[config.mk]
export PLATFORM = sky130hd
export DESIGN_NAME = load_store_unit
export DESIGN_NICKNAME = d
export VERILOG_FILES = /design/src/rtl/load_store_unit.sv
export SDC_FILE = /design/constraint.sdc
export NUM_CORES = 1
export LEC_CHECK = 0
export BUFFER_PORTS_ARGS = -buffer_cell sky130_fd_sc_hd__buf_4
export CAP_MARGIN = 20
export CORE_ASPECT_RATIO = 1.25
export CORE_MARGIN = 2
export CORE_UTILIZATION = 51
export CTS_CLUSTER_DIAMETER = 60
export CTS_CLUSTER_SIZE = 10
export DETAILED_ROUTE_END_ITERATION = 16
export PLACE_DENSITY_LB_ADDON = 0.25
export SLEW_MARGIN = 20
export SYNTH_ARGS = -nofsm -noshare
export SYNTH_HDL_FRONTEND = slang
export SYNTH_SLANG_ARGS = --single-unit
[constraint.sdc]
create_clock -name clk -period 2.7 [get_ports clk]
set_input_delay 0.27 -clock clk [delete_from_list [all_inputs] [get_ports clk]]
set_output_delay 0.27 -clock clk [all_outputs]
set_load 0.02 [all_outputs]
[src/rtl/load_store_unit.sv]
// Load/store unit in front of a word-addressed data SRAM.
// Converts byte-addressed, sized CPU accesses into single-word memory
// accesses. Sub-word stores use read-modify-write, and sub-word loads
// extract one lane and sign- or zero-extend it. Misaligned requests are
// rejected without touching memory.
module load_store_unit #(
  parameter int ADDR_W = 11,
  parameter int DATA_W = 32
) (
  input  logic              clk,
  input  logic              reset,
  input  logic              req_valid,
  output logic              req_ready,
  input  logic              req_write,
  input  logic [1:0]        req_size,
  input  logic              req_signed,
  input  logic [31:0]       req_addr,
  input  logic [DATA_W-1:0] req_wdata,
  output logic              resp_valid,
  output logic [DATA_W-1:0] resp_rdata,
  output logic              resp_misaligned,
  output logic              mem_read,
  output logic              mem_write,
  output logic [ADDR_W-1:0] mem_address,
  output logic [DATA_W-1:0] mem_wdata,
  input  logic [DATA_W-1:0] mem_rdata
);

  typedef enum logic [2:0] {
    S_IDLE,
    S_READ,
    S_WRITE,
    S_RMW_READ,
    S_RMW_WRITE,
    S_DONE
  } state_e;

  localparam logic [1:0] SZ_BYTE = 2'b00;
  localparam logic [1:0] SZ_HALF = 2'b01;
  localparam logic [1:0] SZ_WORD = 2'b10;

  state_e              state_q, state_d;
  logic                write_q;
  logic [1:0]          size_q;
  logic                signed_q;
  logic [ADDR_W+1:0]   addr_q;     // word address plus byte-lane bits
  logic [DATA_W-1:0]   wdata_q;
  logic [DATA_W-1:0]   rdata_q;    // word returned by the memory read
  logic                misaligned_q;

  logic                accept;
  logic                req_misaligned;
  logic [DATA_W-1:0]   merged_word;
  logic [DATA_W-1:0]   load_data;
  logic [7:0]          lane_byte;
  logic [15:0]         lane_half;

  // High address bits are ignored: the address space wraps at the SRAM size.
  logic unused_addr_hi;
  assign unused_addr_hi = ^req_addr[31:ADDR_W+2];

  // Halfwords need an even address, words a 4-byte aligned one, size 11 is never legal.
  function automatic logic is_misaligned(input logic [1:0] size, input logic [1:0] lane);
    case (size)
      SZ_BYTE: is_misaligned = 1'b0;
      SZ_HALF: is_misaligned = lane[0];
      SZ_WORD: is_misaligned = |lane;
      default: is_misaligned = 1'b1;
    endcase
  endfunction

  assign req_ready      = (state_q == S_IDLE) && reset;
  assign accept         = (state_q == S_IDLE) && req_valid;
  assign req_misaligned = is_misaligned(req_size, req_addr[1:0]);

  // State register.
  // NOTE: sequential state uses non-blocking assignments so every flop samples pre-edge values.
  always_ff @(posedge clk or negedge reset) begin
    if (!reset) begin
      state_q <= S_IDLE;
    end else begin
      state_q <= state_d;
    end
  end

  // Request capture on accept and memory read-data capture on the edge leaving a read state.
  // NOTE: datapath registers are reset as well; outputs are state-gated anyway, this only keeps X out.
  always_ff @(posedge clk or negedge reset) begin
    if (!reset) begin
      write_q      <= 1'b0;
      size_q       <= SZ_BYTE;
      signed_q     <= 1'b0;
      addr_q       <= '0;
      wdata_q      <= '0;
      rdata_q      <= '0;
      misaligned_q <= 1'b0;
    end else begin
      if (accept) begin
        write_q      <= req_write;
        size_q       <= req_size;
        signed_q     <= req_signed;
        addr_q       <= req_addr[ADDR_W+1:0];
        wdata_q      <= req_wdata;
        misaligned_q <= req_misaligned;
      end
      if (state_q == S_READ || state_q == S_RMW_READ) begin
        rdata_q <= mem_rdata;
      end
    end
  end

  // Next-state decode.
  // NOTE: every always_comb output gets a default first, so no path can infer a latch.
  always_comb begin
    state_d = state_q;
    case (state_q)
      S_IDLE: begin
        if (req_valid) begin
          if (req_misaligned)         state_d = S_DONE;
          else if (!req_write)        state_d = S_READ;
          else if (req_size == SZ_WORD) state_d = S_WRITE;
          else                        state_d = S_RMW_READ;
        end
      end
      S_READ:      state_d = S_DONE;
      S_WRITE:     state_d = S_DONE;
      S_RMW_READ:  state_d = S_RMW_WRITE;
      S_RMW_WRITE: state_d = S_DONE;
      S_DONE:      state_d = S_IDLE;
      default:     state_d = S_IDLE;
    endcase
  end

  // Lane merge for sub-word stores and lane extraction for sub-word loads (little-endian).
  always_comb begin
    merged_word = rdata_q;
    if (size_q == SZ_BYTE) begin
      merged_word[{addr_q[1:0], 3'b000} +: 8] = wdata_q[7:0];
    end else begin
      merged_word[{addr_q[1], 4'b0000} +: 16] = wdata_q[15:0];
    end
    lane_byte = rdata_q[{addr_q[1:0], 3'b000} +: 8];
    lane_half = rdata_q[{addr_q[1], 4'b0000} +: 16];
    case (size_q)
      SZ_BYTE: load_data = {{24{signed_q & lane_byte[7]}}, lane_byte};
      SZ_HALF: load_data = {{16{signed_q & lane_half[15]}}, lane_half};
      default: load_data = rdata_q;
    endcase
  end

  // Outputs decoded from the current state and the latched request only.
  always_comb begin
    resp_valid      = (state_q == S_DONE);
    resp_misaligned = (state_q == S_DONE) && misaligned_q;
    resp_rdata      = '0;
    if (state_q == S_DONE && !write_q && !misaligned_q) begin
      resp_rdata = load_data;
    end
    mem_read    = (state_q == S_READ) || (state_q == S_RMW_READ);
    mem_write   = (state_q == S_WRITE) || (state_q == S_RMW_WRITE);
    mem_address = (state_q != S_IDLE) ? addr_q[ADDR_W+1:2] : '0;
    mem_wdata   = '0;
    if (state_q == S_WRITE) begin
      mem_wdata = wdata_q;
    end else if (state_q == S_RMW_WRITE) begin
      mem_wdata = merged_word;
    end
  end

endmodule

Yosys cells after proc, flatten, opt, wreduce, memory -nomap -nowiden
Index checks and enable logic that the tools add are counted.
{"block": "word_totals", "regBits": 85, "input_bits": 103, "out_inout_bits": 80, "wordCells": 56}
{"block": "op_classes", "n_addsub": 2, "eq_ne": 9, "n_shift": 6, "n_mux": 14, "n_bitwise": 2, "n_reduce_logical": 15}
{"op": "32-bit two-way mux", "count": 4}
{"op": "32-bit bitwise mux", "count": 2}
{"op": "32-bit one-hot mux with 2 select lines", "count": 1}
{"op": "16-bit by 7-bit variable shift with 32-bit output, first input constant", "count": 1}
{"op": "8-bit by 7-bit variable shift with 32-bit output, first input constant", "count": 1}
{"op": "16-bit by 7-bit variable part select with 32-bit output", "count": 1}
{"op": "32-bit by 6-bit variable part select with 16-bit output", "count": 1}
{"op": "32-bit by 6-bit variable part select with 8-bit output", "count": 1}
{"op": "8-bit by 7-bit variable part select with 32-bit output", "count": 1}
{"op": "5-bit negation with 7-bit output", "count": 2}
{"op": "11-bit two-way mux", "count": 1}
{"op": "3-bit one-hot mux with 3 select lines", "count": 1}
{"op": "3-bit by 2-bit equality test with 1-bit output, second input constant", "count": 2}
{"op": "3-bit equality test, second input constant", "count": 2}
{"op": "3-bit two-way mux", "count": 2}
{"op": "1-bit logical AND", "count": 5}
{"op": "2-bit by 1-bit equality test with 1-bit output, second input constant", "count": 2}
{"op": "2-bit logical NOT", "count": 2}
{"op": "3-bit by 1-bit equality test with 1-bit output, second input constant", "count": 1}
{"op": "3-bit logical NOT", "count": 1}
{"op": "1-bit one-hot mux with 3 select lines", "count": 1}
{"op": "3-bit nonzero test", "count": 1}
{"op": "3-bit OR reduction", "count": 1}
{"op": "1-bit AND", "count": 2}
{"op": "other kinds (7)", "count": 9}

Longest topological paths before layout
Gate-level depths: netlist of the first run.
{"block": "logic_depth", "ltp_word": 6, "mapped_depth": 8}

Worst setup path before layout of the first run
Ideal clock, no wire load.
{"block": "synth_timing", "path_kind": "reg2out", "from": "register addr_q[0]", "to": "output port mem_wdata[16]", "arrival_ns": 2.151, "required_time_ns": 2.430, "path_slack_ns": 0.279, "path_stages_with_launch": 7, "path_cell_list": "dfrtp_1 inv_1 ha_1 clkinv_1 nor4b_2 a221oi_1 o21ai_0"}
{"block": "synth_between", "elab_chain_len": 6, "elab_cells_between_ends": 7, "classes_between": "add/sub: 1; shift: 2; mux: 4"}
{"item": "from (decl)", "line_no": "46", "rtl": "logic [ADDR_W+1:0] addr_q;"}
{"item": "from (signal assigned)", "line_no": "102", "rtl": "addr_q <= req_addr[ADDR_W+1:0];"}
{"item": "5-bit negation with 7-bit output (*)", "line_no": "138", "rtl": "merged_word[{addr_q[1:0], 3'b000} +: 8] = wdata_q[7:0];"}
{"item": "8-bit by 7-bit variable part select with 32-bit output / 8-bit by 7-bit variable shift with 32-bit output (equally long branches)", "line_no": "138"}
{"item": "32-bit bitwise mux (*)", "line_no": "138"}
{"item": "32-bit two-way mux (*)", "line_no": "137", "rtl": "if (size_q == SZ_BYTE) begin"}
{"item": "32-bit two-way mux (*)", "line_no": "165", "rtl": "end else if (state_q == S_RMW_WRITE) begin"}
{"item": "32-bit two-way mux (*)", "line_no": "163", "rtl": "if (state_q == S_WRITE) begin"}
{"item": "to (decl)", "line_no": "25", "rtl": "output logic [DATA_W-1:0] mem_wdata,"}
Every way passes the cells marked *; elsewhere a longest branch is shown, timed or not.

Worst setup path after layout of the first run
{"block": "layout_timing", "from": "register addr_q[1]", "to": "output port mem_wdata[6]"}
{"block": "layout_between", "elab_chain_len": 6, "elab_cells_between_ends": 11, "classes_between": "add/sub: 2; shift: 4; mux: 5"}
{"item": "5-bit negation with 7-bit output, on equally long branches", "line_no": "140, 138"}
{"item": "16-bit by 7-bit variable part select with 32-bit output (tied with other cells)", "line_no": "140", "rtl": "merged_word[{addr_q[1], 4'b0000} +: 16] = wdata_q[15:0];"}
{"item": "32-bit bitwise mux, on equally long branches", "line_no": "140, 138"}
{"item": "32-bit two-way mux (*)", "line_no": "137"}
{"item": "32-bit two-way mux (*)", "line_no": "165"}
{"item": "32-bit two-way mux (*)", "line_no": "163"}
Marked as above.

==> results of run 1 <==
worst paths after layout:
kind / from / to / slack (ps) / cells past startpoint
max: addr_q[1] / mem_wdata[6] / 100 / 7
min: reset / rdata_q[4] / -20 / 2
max reg2reg: state_q[2] / wdata_q[25] / 730 / 5
min reg2reg: addr_q[3] / addr_q[3] / 480 / 1
max in group asynchronous: reset / addr_q[0] / 2310 / 2
min in group clk: mem_rdata[28] / rdata_q[28] / 130 / 3
repair_timing:
action                                  CTS  global route
endpoints found under the setup margin   18            31
pin swaps                                 1             1
cloned                                    0             1
resized for setup                         1             8
buffers inserted                          1             5
layout by cell type, fill, tap and decap left out, types with 2 or more instances in the layout:
master	n
buf_4	181
o21ai_0	92
nand2_1	86
dfrtp_1	83
mux2_2	47
a221oi_1	30
inv_1	29
a21oi_1	25
o22ai_1	14
nor2b_1	11
nor2_1	11
clkbuf_16	10
mux2_1	9
and3_1	8
a221o_1	8
a211oi_1	8
o21ai_1	7
nor3_1	4
ha_1	4
buf_12	4
clkinv_2	3
inv_6	3
clkinvlp_4	2
mux2_4	2
a221oi_2	2
and2_1	2
o21a_1	2
dfrtp_2	2
stage by stage:
stage               util (%)  setup WS, ps  hold WS (ps)  cells  area [um^2]
floorplan                  -           279         -25.6    555         5130
global placement        66.5           310           385    819         6460
detailed placement      66.5           322           382    819         6460
CTS                     69.5          3.60          19.3    836         6750
global route            70.4          2.71          41.6    842         6830
finish                  70.4           101         -16.4    842         6830
flip-flops by register name, summed over array words and instances (netlist names):
register and count:
misaligned_q 1, rdata_q 32, size_q 2, addr_q 13
signed_q 1, wdata_q 32, write_q 1, state_q 3
layer usage:
layer	part of all wire (%)	up-vias	track usage, %
met4	3.6	0	15.0
met2	47	293	51.3
li1	-	2316	-
met5	0	-	0
met3	8.5	40	5.55
met1	41	2462	43.3
final cells by class:
class                           count  area [um^2]
Clock buffer                        9          225
Clock inverter                      7         48.8
Fill cell                         755         2880
Inverter                           31          120
Multi-Input combinational cell    398         2690
Sequential cell                    85         2130
Tap cell                          126          158
Timing Repair Buffer              186         1460
power by group through the flow:
stage                     clock network (W)  registers, W  logic, W
final                               0.00116       0.00274   0.00513
after global routing                0.00123       0.00280   0.00555
after CTS                           0.00118       0.00271   0.00495
after detailed placement                  0       0.00273   0.00491
after global placement                    0       0.00269   0.00482
after floorplan                           0       0.00234   0.00339
cells by family (layout without fill, tap and decap cells):
family	after synthesis	after routing
fa+ha+maj	5	5
compound gates	197	197
buf+inv	72	233
flops	85	85
simple gates	138	138
mux	58	58
==> impl_results.md, run 1 <==
- Starting density of the core: about 53%
- Syn-to-layout area delta: 33.2%
- Share of the yosys chip area belonging to registers: 41.5%
- Final GP Congestion: 0.895
- Fmax: 385 MHz
- Mapped Area: 5130 um^2
- Die ar.: 10900 um^2
- Vias/cell: 6.07
- Endpoints failing setup: 0
- Arrival @ worst endpoint: 2330 ps
- Root Buffer: clkbuf_16
- CP max stage delay: roughly 400 ps
- Post-route ant nets: 0
- Top FF cell, synth: dfrtp_1
- Xor and xnor fraction of the mapped netlist area: 0%
- Top post-synthesis cells by area: dfrtp_1 41%, mux2_2 10%, o21ai_0 9.3%
- Number of flops mapped to enable cells by yosys: 0
- Crit. End Element: output port
- Max-cap violations: 0
- Via count: 5111
- Fin crit share: 96.3%
- Number of remaining DRC errors: 0
- Largest net degree at the start of global routing: 86
- Clock power frac: about 13%
- HP Class: input port to asynchronous set/reset pin
- Total power draw: 0.00904 W
- Sw Ratio: 47.6%
- Worst slew pin tran: 644 ps
- Core footprint: 9710 um^2
- Comb pwr share: a little under three fifths
- HPWL Detailed: 12100 um
- CTS tree: done
- Reg power frac: 30.3%
- Cell accounting for the most synthesized area: dfrtp_1
- Yosys warning total: 0
- Synth Instances: 555
- Switching power: 0.00430 W
- Synth Area in Adders: 1.22%
- I/O Pins: 183
- Synth Area in Simple Gates: 13.0%
- Nets: 819
- Avg Cell Area, Syn: 9.25 um^2
- Post-layout min period: roughly 2600 ps
- Most common cell in the netlist: o21ai_0
- Crit start category: register
- Setup TNS: 0 ps
- CTS max path bufs: 2
- Leak Pwr: 3.11 nW
- CP Class: register to output port
- Crit path cell chain: inv_1 > ha_2 > nor2_1 > and3_2 > a21o_4 > a221o_1 > buf_4
- Total gr overflow: 0
- Clock Skews: 7.00 ps
- Rel. slew slack: 57.0%
- Initial drt markers: 453
- P_int: 0.00474 W
- Most frequent cells after synthesis: 95 x o21ai_0, 86 x nand2_1, 85 x dfrtp_1
- Initial antenna violation count: 0
- Power density over cell area: 1320 nW/um^2
- Asr flop ratio synth: 100%
- Worst Path Required: 2430 ps
- Clock buffer count from CTS: 9
- Row Count: 40
- Slowest-stage cell, CP: dfrtp_2
- Total Wirelength: 17500 um
- Peak supply drop: 0.000706 V
- Failing checks: negative hold slack
- Via count of the first global-routing pass: approximately 5000
- Synthesized flop and latch total: 85
- Die height: ~120 um
- Syn nets: 663
- Hold_buf cts: 0
- Worst-path fanout max: 9
- First-pass GRT wire length: 26700 um
- IO buf count: 163
- DR WL/cell: 20.8 um
- Drt first pass iters: 5
- Status: complete, but fails checks
- Mux contribution to synthesized area: between 10% and 20%
- Post-synthesis compound-gate area fraction: 24.8%
- Chip width: 93.7 um
- Max Slew Vio Count: 0
- Largest family of logic cells by synthesized area: compound AO/OA/AOI/OAI gates
- Clock transition at path regs: 60 ps
- ANT cells: 0
- H-Tree Level Count: 3
- Layout cells sized above 1: between 30% and 40%
- Largest delay share family, worst path: compound AO/OA/AOI/OAI gates
- Final hold viol count: 4
- Area fraction of the dominant cell type after synthesis: about two fifths
- Critical path buffers and inverters: 2
- Final Hold Slack: -16.4 ps
- Skew-Pair Late Insertion Delay: 340 ps
- CTS Sinks: 85
- RSZ-0062 raised after global routing: false
- Synth unique cells: 49
- Gr usage total: roughly a third
(Power assumes the default switching activity.)
==> run 2: changes to the inputs <==
==> constraint.sdc (replaced) <==
create_clock -name clk -period 2.7 [get_ports clk]
set_input_delay 0.27 -clock clk [delete_from_list [all_inputs] [get_ports clk]]
set_output_delay 0.27 -clock clk [all_outputs]
set_load 0.05 [all_outputs]
==> run 2 against run 1 <==
The run now ends clean; clock power up 23%; clock-buffer cell count is the same; core utilization is 0.31 points higher; worst setup slack lost 27 ps; global-route usage is 0.93 points lower; first-iteration DRC count increased by 22%; power up 16%; clock skew down 1.1 ps; cell area up 0.44%; largest power group unchanged.
==> impl_results.md, run 2 (synthesized netlist as in run 1, its figures left out) <==
- First-pass GRT wire length: 26200 um (-1.8%)
- CTS tree: done
- Clock transition at path regs: 70 ps (about the same)
- Worst Path Required: 2430 ps (about the same)
- Post-Layout Cell Count: 842 (unchanged)
- Total gr overflow: 0 (unchanged)
- Nets: 819 (unchanged)
- Via count: 5214 (+2.0%)
- Place WS: 294 ps (-27.8 ps)
- Clock buffer count from CTS: 9 (unchanged)
- Crit start category: register
- Comb pwr share: 60.1% (+3.3 points)
- Worst Hold End: rdata_q[17]
- H-Tree Level Count: 3 (unchanged)
- Skew-Pair Late Insertion Delay: 350 ps (about the same)
- Die ar.: 10900 um^2 (unchanged)
- Status: finished, final reports clean
- P_int: 0.00501 W (+5.8%)
- Endpoints failing setup: 0 (unchanged)
- Core Util, Final: 70.7% (+0.31 points)
- Worst slew pin tran: 601 ps (-43.1 ps)
- Post-route ant nets: 0 (unchanged)
- Fmax: 381 MHz (-1.0%)
- Gr usage total: 31.4% (-0.93 points)
- Sequential Area: 2130 um^2 (about the same)
- Core footprint: 9710 um^2 (unchanged)
- Switching power: 0.00543 W (+26%)
- Layout cells sized above 1: 38.0% (-0.28 points)
- Syn-to-layout area delta: 33.8%
- HP Class: input port to register
- Hold Path Depth: 3
- Initial drt markers: 552 (+22%)
- Max-cap violations: 0 (unchanged)
- Row Count: 40 (unchanged)
- # fillers: 760 (+0.66%)
- Drt first pass iters: 6 (+1)
- Via count of the first global-routing pass: 5047 (+1.3%)
- Leak Pwr: 3.14 nW (+0.73%)
- Cell count after placement: 823 (+0.49%)
- Setup TNS: 0 ps (unchanged)
- Fin crit share: 97.3% (+1.0 points)
- Peak supply drop: 0.00116 V (+65%)
- Total Wirelength: 17000 um (-2.7%)
- DR WL/cell: 20.2 um (-2.7%)
- Reg2reg end: wdata_q[11]
- Final hold viol count: 0 (-4)
- I/O Pins: 183 (unchanged)
- Initial antenna violation count: 0 (unchanged)
- Reg power frac: 26.2% (-4.1 points)
- Worst-path fanout max: 9 (unchanged)
- Chip width: 93.7 um (unchanged)
- Power density over cell area: 1520 nW/um^2 (+15%)
- Final GP Congestion: 0.910 (+1.7%)
- Total power draw: 0.0104 W (+16%)
- CTS Sinks: 85 (unchanged)
- R2R setup slack: 690 ps (-40 ps)
- Fin worst setup slack: 73.7 ps (-27.4 ps)
- Leading registers by flop count: rdata_q: 32 flops, wdata_q: 32 flops, addr_q: 13 flops
- Die height: 116 um (unchanged)
- Starting density of the core: 52.8% (unchanged)
- Max Slew Vio Count: 0 (unchanged)
- Crit. End Element: output port
- Number of remaining DRC errors: 0 (unchanged)
- RSZ-0062 raised after global routing: false
- Sw Ratio: 52.0% (+4.5 points)
- CTS max path bufs: 2 (unchanged)
- IO buf count: 163 (unchanged)
- Clock Skews: 5.87 ps (-1.14 ps)
- Worst Hold Launch: mem_rdata[17]
- HPWL Detailed: 12000 um (-0.89%)
- Most common cell after layout, fill and taps aside: buf_4
- Rel. slew slack: 59.9% (+3.0 points)
- Vias/cell: 6.19 (+2.0%)
- CP Class: register to output port
- Root Buffer: clkbuf_16
- Worst r2r path cells: 5 (unchanged)
- Arrival @ worst endpoint: 2360 ps (+30 ps)
- Clock power frac: 13.7% (+0.8 points)
- Commonest non-fill, non-tap cells in the layout: 183 x buf_4, 86 x nand2_1, 84 x dfrtp_1
- Reg-to-Reg Start: state_q[2]
- Area occupied by multi-input gates: 2690 um^2 (+0.14%)
- Largest net degree at the start of global routing: 73 (-15%)
- Post-layout min period: 2630 ps (+27.4 ps)
- ANT cells: 0 (unchanged)
## run 2: cell types whose count changed in the layout (fill, tap and decap cells not counted), moves of 2 or more
| cell | previous run | this run |
|---|---|---|
| o21ai_1 | 7 | 24 |
| buf_4 | 181 | 183 |
| bufinv_16 | 0 | 3 |
| clkinvlp_4 | 2 | 0 |
| inv_6 | 3 | 0 |
| o21ai_0 | 92 | 75 |
| buf_12 | 4 | 1 |
## run 2: layout make-up
cell class                 instances  area share (%)
clock buffer                       9            3.28
clock inverter                     7            1.66
inverter                          31            1.71
multi-input combinational        398            39.2
sequential                        85            31.0
tap                              126            2.30
timing repair buffer             186            20.8
## run 2: layer usage
| metal | up-vias | track usage [%] | wire length [um] |
|---|---|---|---|
| met2 | 335 | 50.7 | 8150 |
| met5 | - | 0 | 0 |
| met3 | 43 | 6.65 | 1710 |
| li1 | 2324 | - | - |
| met1 | 2512 | 41.0 | 6580 |
| met4 | 0 | 13.7 | 599 |
## run 2: what timing repair did
action                                  in CTS  in global routing
hold endpoints to repair                    20                  0
endpoints found under the setup margin       7                 22
hold buffers                                 1                  0
gates resized for setup                      1                  3
buffers inserted                             0                  1
cloned                                       0                  1
## run 2: worst max path at each step
stage | cells after the start | from | end
after CTS | 7 | addr_q[1] | mem_wdata[5]
after global routing | 7 | addr_q[1] | mem_wdata[4]
after floorplan | 6 | addr_q[0] | mem_wdata[16]
final | 7 | addr_q[1] | mem_wdata[6]
after detailed placement | 8 | addr_q[1] | mem_wdata[31]
after global placement | 8 | addr_q[1] | mem_wdata[31]
## run 2: per-stage QoR
step / cell area [um^2] / hold WS (ps)
2_1_floorplan: 5130 / -25.6
3_3_place_gp: 6460 / 181
3_5_place_dp: 6460 / 188
4_1_cts: 6810 / 125
5_1_grt: 6860 / 134
6_report: 6860 / 127
## run 2: power by group through the flow
stage | sequential [W] | clock [W] | combinational, W
detailed placement | 0.00271 | 0 | 0.00608
finish | 0.00274 | 0.00143 | 0.00628
CTS | 0.00269 | 0.00144 | 0.00612
global placement | 0.00267 | 0 | 0.00598
global route | 0.00279 | 0.00150 | 0.00665
floorplan | 0.00234 | 0 | 0.00457
## run 2: critical path, cell delays in order (launching register included)
cell     delay (ps)
dfrtp_2         440
inv_1           150
ha_4            320
nor2_1           60
and3_2          260
a21o_4          260
a221o_1         310
buf_4           200
